`config.mk`:
```
export PLATFORM = sky130hd
export DESIGN_NAME = host_cmd_parser
export DESIGN_NICKNAME = d
export VERILOG_FILES = /design/src/rtl/host_cmd_parser.sv
export SDC_FILE = /design/constraint.sdc
export NUM_CORES = 1
export LEC_CHECK = 0
export BUFFER_PORTS_ARGS = -buffer_cell sky130_fd_sc_hd__buf_2
export CAP_MARGIN = 20
export CORE_MARGIN = 4
export CORE_UTILIZATION = 55
export CTS_BUF_LIST = sky130_fd_sc_hd__clkbuf_8
export DETAILED_ROUTE_END_ITERATION = 12
export PLACE_DENSITY_LB_ADDON = 0.1
export SETUP_SLACK_MARGIN = 0.2
export SYNTH_ARGS = -nofsm -noshare
export SYNTH_HDL_FRONTEND = slang
export SYNTH_SLANG_ARGS = --single-unit
```
`constraint.sdc`:
```
create_clock -name clk -period 2.8 [get_ports clk]
set_clock_uncertainty 0.2 [all_clocks]
set_input_delay 0.14 -clock clk [delete_from_list [all_inputs] [get_ports clk]]
set_output_delay 0.14 -clock clk [all_outputs]
set_load 0.005 [all_outputs]
```
`src/rtl/host_cmd_parser.sv`:
```
// Byte-stream host command parser: 5-byte writes and 3-byte reads onto the local register bus.
// Optional HOST_CMD_ERR_EN: answer an unknown opcode with ERR_BYTE on the TX FIFO.
module host_cmd_parser #(
    parameter logic [7:0] OP_WRITE = 8'h01,
    parameter logic [7:0] OP_READ  = 8'h00
`ifdef HOST_CMD_ERR_EN
    ,
    parameter logic [7:0] ERR_BYTE = 8'hEE
`endif
) (
    input  logic        clk,
    input  logic        rst,
    input  logic [7:0]  rx_rd,
    input  logic        rx_emp,
    output logic        rx_re,
    output logic [7:0]  tx_wd,
    output logic        tx_we,
    input  logic        tx_ful,
    output logic [15:0] bus_addr,
    output logic [15:0] bus_wdata,
    output logic        bus_wr,
    output logic        bus_rd,
    input  logic [15:0] bus_rdata,
    output logic        busy
);
    // state           | meaning
    // S_OP/AH/AL/DH/DL | fetch opcode, addr hi/lo, wdata hi/lo
    // S_WR/S_RD/S_RL   | write strobe, read strobe, latch bus_rdata
    // S_TH/S_TL/S_ERR  | push read data hi/lo, unknown opcode
    typedef enum logic [3:0] {
        S_OP, S_AH, S_AL, S_DH, S_DL, S_WR, S_RD, S_RL, S_TH, S_TL, S_ERR
    } state_t;

    state_t      state;
    logic        pend;
    logic        wr_cmd;
    logic [15:0] rbuf;
    logic        fetch_st;
    logic        cap;

    assign fetch_st = (state == S_OP) || (state == S_AH) || (state == S_AL) ||
                      (state == S_DH) || (state == S_DL);
    assign cap      = pend && !rx_re;

    always_ff @(posedge clk or posedge rst) begin
        if (rst) begin
            state     <= S_OP;
            pend      <= 1'b0;
            wr_cmd    <= 1'b0;
            rbuf      <= 16'h0000;
            rx_re     <= 1'b0;
            tx_we     <= 1'b0;
            tx_wd     <= 8'h00;
            bus_addr  <= 16'h0000;
            bus_wdata <= 16'h0000;
            bus_wr    <= 1'b0;
            bus_rd    <= 1'b0;
            busy      <= 1'b0;
        end else begin
            bus_wr <= 1'b0;
            bus_rd <= 1'b0;
            if (fetch_st) begin
                if (rx_re) begin
                    rx_re <= 1'b0;
                end else if (pend) begin
                    pend <= 1'b0;
                end else if (!rx_emp) begin
                    rx_re <= 1'b1;
                    pend  <= 1'b1;
                end
            end
            // A capture that lands in another fetch state launches the next read at once.
            case (state)
                S_OP: if (cap) begin
                    busy <= 1'b1;
                    if (rx_rd == OP_WRITE || rx_rd == OP_READ) begin
                        wr_cmd <= (rx_rd == OP_WRITE);
                        state  <= S_AH;
                        rx_re  <= !rx_emp;
                        pend   <= !rx_emp;
                    end else begin
                        state <= S_ERR;
                    end
                end
                S_AH: if (cap) begin
                    bus_addr[15:8] <= rx_rd;
                    state          <= S_AL;
                    rx_re          <= !rx_emp;
                    pend           <= !rx_emp;
                end
                S_AL: if (cap) begin
                    bus_addr[7:0] <= rx_rd;
                    if (wr_cmd) begin
                        state <= S_DH;
                        rx_re <= !rx_emp;
                        pend  <= !rx_emp;
                    end else begin
                        state  <= S_RD;
                        bus_rd <= 1'b1;
                    end
                end
                S_DH: if (cap) begin
                    bus_wdata[15:8] <= rx_rd;
                    state           <= S_DL;
                    rx_re           <= !rx_emp;
                    pend            <= !rx_emp;
                end
                S_DL: if (cap) begin
                    bus_wdata[7:0] <= rx_rd;
                    state          <= S_WR;
                    bus_wr         <= 1'b1;
                end
                S_WR: begin
                    state <= S_OP;
                    busy  <= 1'b0;
                    rx_re <= !rx_emp;
                    pend  <= !rx_emp;
                end
                S_RD: state <= S_RL;
                // tx_we is registered, so tx_ful is judged one cycle before the strobe it gates.
                S_RL: begin
                    rbuf  <= bus_rdata;
                    state <= S_TH;
                    if (!tx_ful) begin
                        tx_we <= 1'b1;
                        tx_wd <= bus_rdata[15:8];
                    end
                end
                S_TH: begin
                    if (tx_we) begin
                        state <= S_TL;
                        tx_we <= !tx_ful;
                        if (!tx_ful) tx_wd <= rbuf[7:0];
                    end else if (!tx_ful) begin
                        tx_we <= 1'b1;
                        tx_wd <= rbuf[15:8];
                    end
                end
                S_TL: begin
                    if (tx_we) begin
                        tx_we <= 1'b0;
                        state <= S_OP;
                        busy  <= 1'b0;
                        rx_re <= !rx_emp;
                        pend  <= !rx_emp;
                    end else if (!tx_ful) begin
                        tx_we <= 1'b1;
                        tx_wd <= rbuf[7:0];
                    end
                end
                S_ERR: begin
`ifdef HOST_CMD_ERR_EN
                    if (tx_we) begin
                        tx_we <= 1'b0;
                        state <= S_OP;
                        busy  <= 1'b0;
                        rx_re <= !rx_emp;
                        pend  <= !rx_emp;
                    end else if (!tx_ful) begin
                        tx_we <= 1'b1;
                        tx_wd <= ERR_BYTE;
                    end
`else
                    state <= S_OP;
                    busy  <= 1'b0;
                    rx_re <= !rx_emp;
                    pend  <= !rx_emp;
`endif
                end
                default: begin
                    state <= S_OP;
                    busy  <= 1'b0;
                end
            endcase
        end
    end
endmodule

```
=== Word-level counts from Yosys, hierarchy flattened ===
Cells that the tools add are included.

* Flip-flop bits (word level): 67
* Input bits: 28
* Output and inout bits: 45
* Word-level logic and storage cells: 109

* Equality and inequality tests: 21
* Muxes and demuxes: 49
* Bitwise gates (word level): 1
* Reduce and logical (&&, ||, !) cells: 24

{| class="wikitable"
|+ Operator list
! operator !! number
|-
| two-way mux 8 bit || 5
|-
| case mux 4 bit (9 select lines) || 1
|-
| two-way mux 4 bit || 8
|-
| two-way mux 1 bit || 29
|-
| case mux 8 bit (3 select lines) || 1
|-
| != test 2 bit, second input constant || 9
|-
| == test 4 x 3 -> 1 bit, second input constant || 4
|-
| == test 4 bit, second input constant || 3
|-
| case mux 1 bit (5 select lines) || 2
|-
| AND reduction 2 bit || 5
|-
| == test 4 x 2 -> 1 bit, second input constant || 2
|-
| == test 8 x 1 -> 1 bit, second input constant || 1
|-
| zero test 8 bit || 1
|-
| AND reduction 7 bit || 1
|-
| OR reduction 7 bit || 1
|-
| case mux 1 bit (3 select lines) || 2
|-
| AND reduction 3 bit || 2
|-
| logical OR 1 bit || 5
|-
| == test 4 x 1 -> 1 bit, second input constant || 1
|-
| zero test 4 bit || 1
|-
| AND reduction 4 bit || 1
|-
| OR reduction 2 bit || 2
|-
| zero test 1 bit || 3
|-
| two-way mux 3 bit || 1
|-
| 4 further kinds || 4
|}

=== Depth between registers and ports, before layout ===
* Word-level depth: 9
* Mapped depth: 6
* Gate-level depth less buffers: 4

=== Worst setup path before layout ===
OpenSTA, ideal clock, no wires.

* Path kind: reg2reg
* From: register state[3]
* To: register bus_wdata[10]
* Library setup time: 128 ps
* Arrival: 1472 ps
* Required time: 2472 ps
* Slack: 1001 ps
* Cell stages (with the launch flop): 5
* Path buffers: 1
* Period minus slack after synthesis: 1799 ps
* Cell sequence: dfrtp_1 nor4b_4 and3_1 buf_2 mux2_1

* Cells in the longest elaborated chain, start to end: 2

{| class="wikitable"
|+ Ends and longest elaborated chain
! item !! line !! RTL
|-
| start, declared || 34 || <nowiki>state_t state;</nowiki>
|-
| start signal, assigned || 47 || <nowiki>state <= S_OP;</nowiki>
|-
| start signal, assigned || 78 || <nowiki>state <= S_AH;</nowiki>
|-
| start signal, assigned || 82 || <nowiki>state <= S_ERR;</nowiki>
|-
| == test 4 x 2 -> 1 bit || 73 || <nowiki>case (state)</nowiki>
|-
| AND reduction 2 bit (no source line) || -- ||
|-
| end signal, assigned || 103 || <nowiki>bus_wdata[15:8] <= rx_rd;</nowiki>
|-
| end, declared || 20 || <nowiki>output logic [15:0] bus_wdata,</nowiki>
|}

Every way passes these cells.
A chain may end at the register's enable or synchronous reset.

=== Final worst setup path ===
* From: register state[3]
* To: register bus_wdata[14]

Same word-level chain as after synthesis.

==> impl_metrics.prom <==
# TYPE chip_impl_metric gauge
chip_impl_info{name="min-delay-path-class",value="input port to flop"} 1
chip_impl_metric{name="area_of_the_placeable_core",unit="µm²"} 5507
chip_impl_metric{name="post_synth_inst_count",unit=""} 237
chip_impl_metric{name="timing.final.max_slew_violations",unit=""} 0
chip_impl_metric{name="detail_route.drc_violations",unit=""} 0
chip_impl_info{name="critical_path.startpoint_type",value="flop"} 1
chip_impl_info{name="cts-root-buf",value="clkbuf_8"} 1
chip_impl_info{name="dominantRegCellSynth",value="dfrtp_1"} 1
chip_impl_metric{name="place.detailed.hpwl",unit="µm"} 4619
chip_impl_metric{name="antenna_found_initial",unit=""} 0
chip_impl_metric{name="detail-route-antenna-nets",unit=""} 0
chip_impl_metric{name="layout_min_cycle_time",unit="ps"} 2302
chip_impl_info{name="post-synth-top-area-cell",value="dfrtp_1"} 1
chip_impl_metric{name="synthesis.area_per_instance",unit="µm²"} 13.12
chip_impl_info{name="yosys.cell_count.top_type",value="dfrtp_1"} 1
chip_impl_metric{name="post-route-period-util",unit=""} 0.8220
chip_impl_metric{name="yosysWarningCount",unit=""} 0
chip_impl_metric{name="grt_max_degree",unit=""} 38
chip_impl_metric{name="timing.max_slew.rel_slack",unit=""} 0.4878
chip_impl_metric{name="power_per_standard_cell_area",unit="nW/µm²"} 1022
chip_impl_metric{name="routed_via_density",unit=""} 5.664
chip_impl_metric{name="fmaxAchievable",unit="MHz"} 434.5
chip_impl_metric{name="final.setup.tns",unit="ps"} 0
chip_impl_metric{name="report.final.setup_viol",unit=""} 0
chip_impl_info{name="worst-setup-path-type",value="flop to flop"} 1
chip_impl_metric{name="synth-edff-count",unit=""} 0
chip_impl_metric{name="cts_made_buffers",unit=""} 9
chip_impl_metric{name="dieWidth",unit="µm"} 83.19
chip_impl_metric{name="design.final.nets",unit=""} 362
chip_impl_metric{name="max_slew.worst_pin.slew",unit="ps"} 768.3
chip_impl_metric{name="worst_ep_required_time",unit="ps"} 2820
chip_impl_metric{name="critical_path_arrival",unit="ps"} 2320
chip_impl_metric{name="synth_largest_type_area_fraction",unit=""} 0.5392
chip_impl_metric{name="postRouteWirelength",unit="µm"} 6914
chip_impl_metric{name="placement_rows",unit=""} 27
chip_impl_metric{name="synth.ff_latch_count",unit=""} 67
chip_impl_metric{name="cts_htree_levels",unit=""} 3
chip_impl_metric{name="irDropWorstVdd",unit="mV"} 0.5261
chip_impl_metric{name="die_y",unit="µm"} 83.19
chip_impl_metric{name="path_clk_slew",unit="ps"} 70
chip_impl_metric{name="n_antenna_cell",unit=""} 0
chip_impl_info{name="outcome",value="finished, final reports clean"} 1
chip_impl_info{name="cts_tree",value="done"} 1
chip_impl_metric{name="hold-worst-slack",unit="ps"} 160.6
chip_impl_info{name="yosys-top-cells-count",value="dfrtp_1, mux2_1, a21oi_1, nor2_1, o2bb2ai_1"} 1
chip_impl_metric{name="worstPathMaxFanout",unit=""} 22
chip_impl_metric{name="final_hold_violating_endpoints",unit=""} 0
chip_impl_metric{name="floorplan.io_pins",unit=""} 73
chip_impl_metric{name="port_buffers",unit=""} 72
chip_impl_metric{name="drive_above_1_share",unit=""} 0.2979
chip_impl_metric{name="grt_util_all_layers",unit=""} 0.2135
chip_impl_info{name="synthTopCellsByArea",value="dfrtp_1, mux2_1, a222oi_1, o2bb2ai_1, a21oi_1"} 1
chip_impl_metric{name="worst_skew_pair.late_latency",unit="ps"} 340
chip_impl_metric{name="avgRoutedWirePerCell",unit="µm"} 16.82
chip_impl_metric{name="postSynthNetCount",unit=""} 265
chip_impl_metric{name="via_count",unit=""} 2328
chip_impl_metric{name="clockBufferDepth",unit=""} 2
chip_impl_metric{name="drv.max_cap_violation_count",unit=""} 0
chip_impl_metric{name="clock_sink_count",unit=""} 67
chip_impl_metric{name="synth-seq-area-share",unit=""} 0.5392
chip_impl_info{name="end_kind",value="flop"} 1
chip_impl_metric{name="area_growth_syn_to_layout",unit="%"} 27.97
chip_impl_info{name="rsz_0062_raised_after_global_routing",value="no"} 1
chip_impl_metric{name="post_synth_instance_area",unit="µm²"} 3109
chip_impl_metric{name="synth-async-reset-ratio",unit=""} 1.000
chip_impl_metric{name="gr-total-overflow",unit=""} 0
chip_impl_metric{name="nFillCells",unit=""} 380
chip_impl_metric{name="first_global_vias",unit=""} 2399
chip_impl_metric{name="grt_first_pass_wirelength",unit="µm"} 11860
chip_impl_metric{name="detail_route.first_pass.iterations",unit=""} 5
chip_impl_metric{name="start_util",unit=""} 0.5646
chip_impl_metric{name="yosys.cell_types.count",unit=""} 53
chip_impl_metric{name="design.die.area",unit="µm²"} 6920
chip_impl_metric{name="total_leakage_power",unit="nW"} 1.832
chip_impl_metric{name="detail_route.iter0.violations",unit=""} 179
chip_impl_metric{name="gp_congestion",unit=""} 0.7854
[layer usage]
layer	routed length (µm)	track usage
met4	161	0.07875
met5	0	0
met1	3046	0.2896
met2	3385	0.3331
met3	321	0.05357
[worst paths after layout]
| path | from | end | slack [ps] | depth (start not counted) |
|---|---|---|---|---|
| max in group asynchronous | rst | bus_wdata[1] | 1550 | 4 |
| min in group asynchronous | rst | tx_wd[6] | 240 | 3 |
| min | tx_ful | tx_we | 160 | 3 |
| max reg2reg | state[3] | bus_wdata[14] | 500 | 3 |
| max | state[3] | bus_wdata[14] | 500 | 3 |
| min reg2reg | bus_addr[12] | bus_addr[12] | 290 | 1 |
[flip-flops by register name, summed over array words and instances (netlist names), 4 cells and up]
register	count
tx_wd	8
bus_addr	16
bus_wdata	16
rbuf	16
state	4
[power by group]
| part | total (mW) | internal, mW | switching [mW] |
|---|---|---|---|
| sequential | 1.82 | 1.42 | 0.406 |
| clock | 0.879 | 0.519 | 0.359 |
| combinational | 1.36 | 0.751 | 0.612 |
[critical path, cell delays in order (launching register included)]
cell,delay (ps)
dfrtp_1,620
nor4b_4,530
and3_1,460
mux2_1,370
[timing repair]
item,CTS,global route
resized for setup,0,0
endpoints found under the hold margin,88,0
buffers inserted,0,0
hold buffers,26,0
[logic make-up after synthesis]
family          synth area share
compound gates            0.1147
xor+xnor                0.002817
buf+inv                  0.03179
simple gates              0.1272
mux                       0.1843
flops                     0.5392
[cell usage in the layout, fill, tap and decap left out, types with 2 or more instances in the layout]
cell type / instances
buf_2: 72
dfrtp_1: 67
mux2_1: 49
dlygate4sd3_1: 26
clkbuf_8: 10
nor2_1: 9
o2bb2ai_1: 9
a21oi_1: 9
a222oi_1: 8
nor2b_1: 6
nand2_1: 5
nand3_1: 5
inv_1: 4
nand2b_1: 4
o211ai_1: 4
nor3_1: 3
o21ai_0: 3
a21o_1: 2
and3b_1: 2
and4b_1: 2
or4bb_1: 2
o21ai_1: 2
bufinv_16: 2
[metrics by stage]
stage / setup WS, ps / area (µm²) / utilization / cells / total power, mW
CTS: 485.4 / 3979 / 0.7226 / 411 / 4.098
finish: 498.4 / 3979 / 0.7226 / 411 / 4.065
global route: 262.8 / 3979 / 0.7226 / 411 / 4.354
detailed placement: 472.8 / 3500 / 0.6355 / 369 / 3.187
global placement: 589.3 / 3500 / 0.6355 / 369 / 3.134
floorplan: 776.8 / 3109 / - / 237 / 2.658
[cell type report]
class | instances | area, µm² | area share
Sequential cell | 67 | 1677 | 0.4214
Timing Repair Buffer | 100 | 648.1 | 0.1629
Clock buffer | 10 | 137.6 | 0.03459
Inverter | 3 | 11.26 | 0.002830
Clock inverter | 6 | 81.33 | 0.02044
Multi-Input combinational cell | 153 | 1334 | 0.3352
Tap cell | 72 | 90.09 | 0.02264
(Power assumes the default switching activity.)
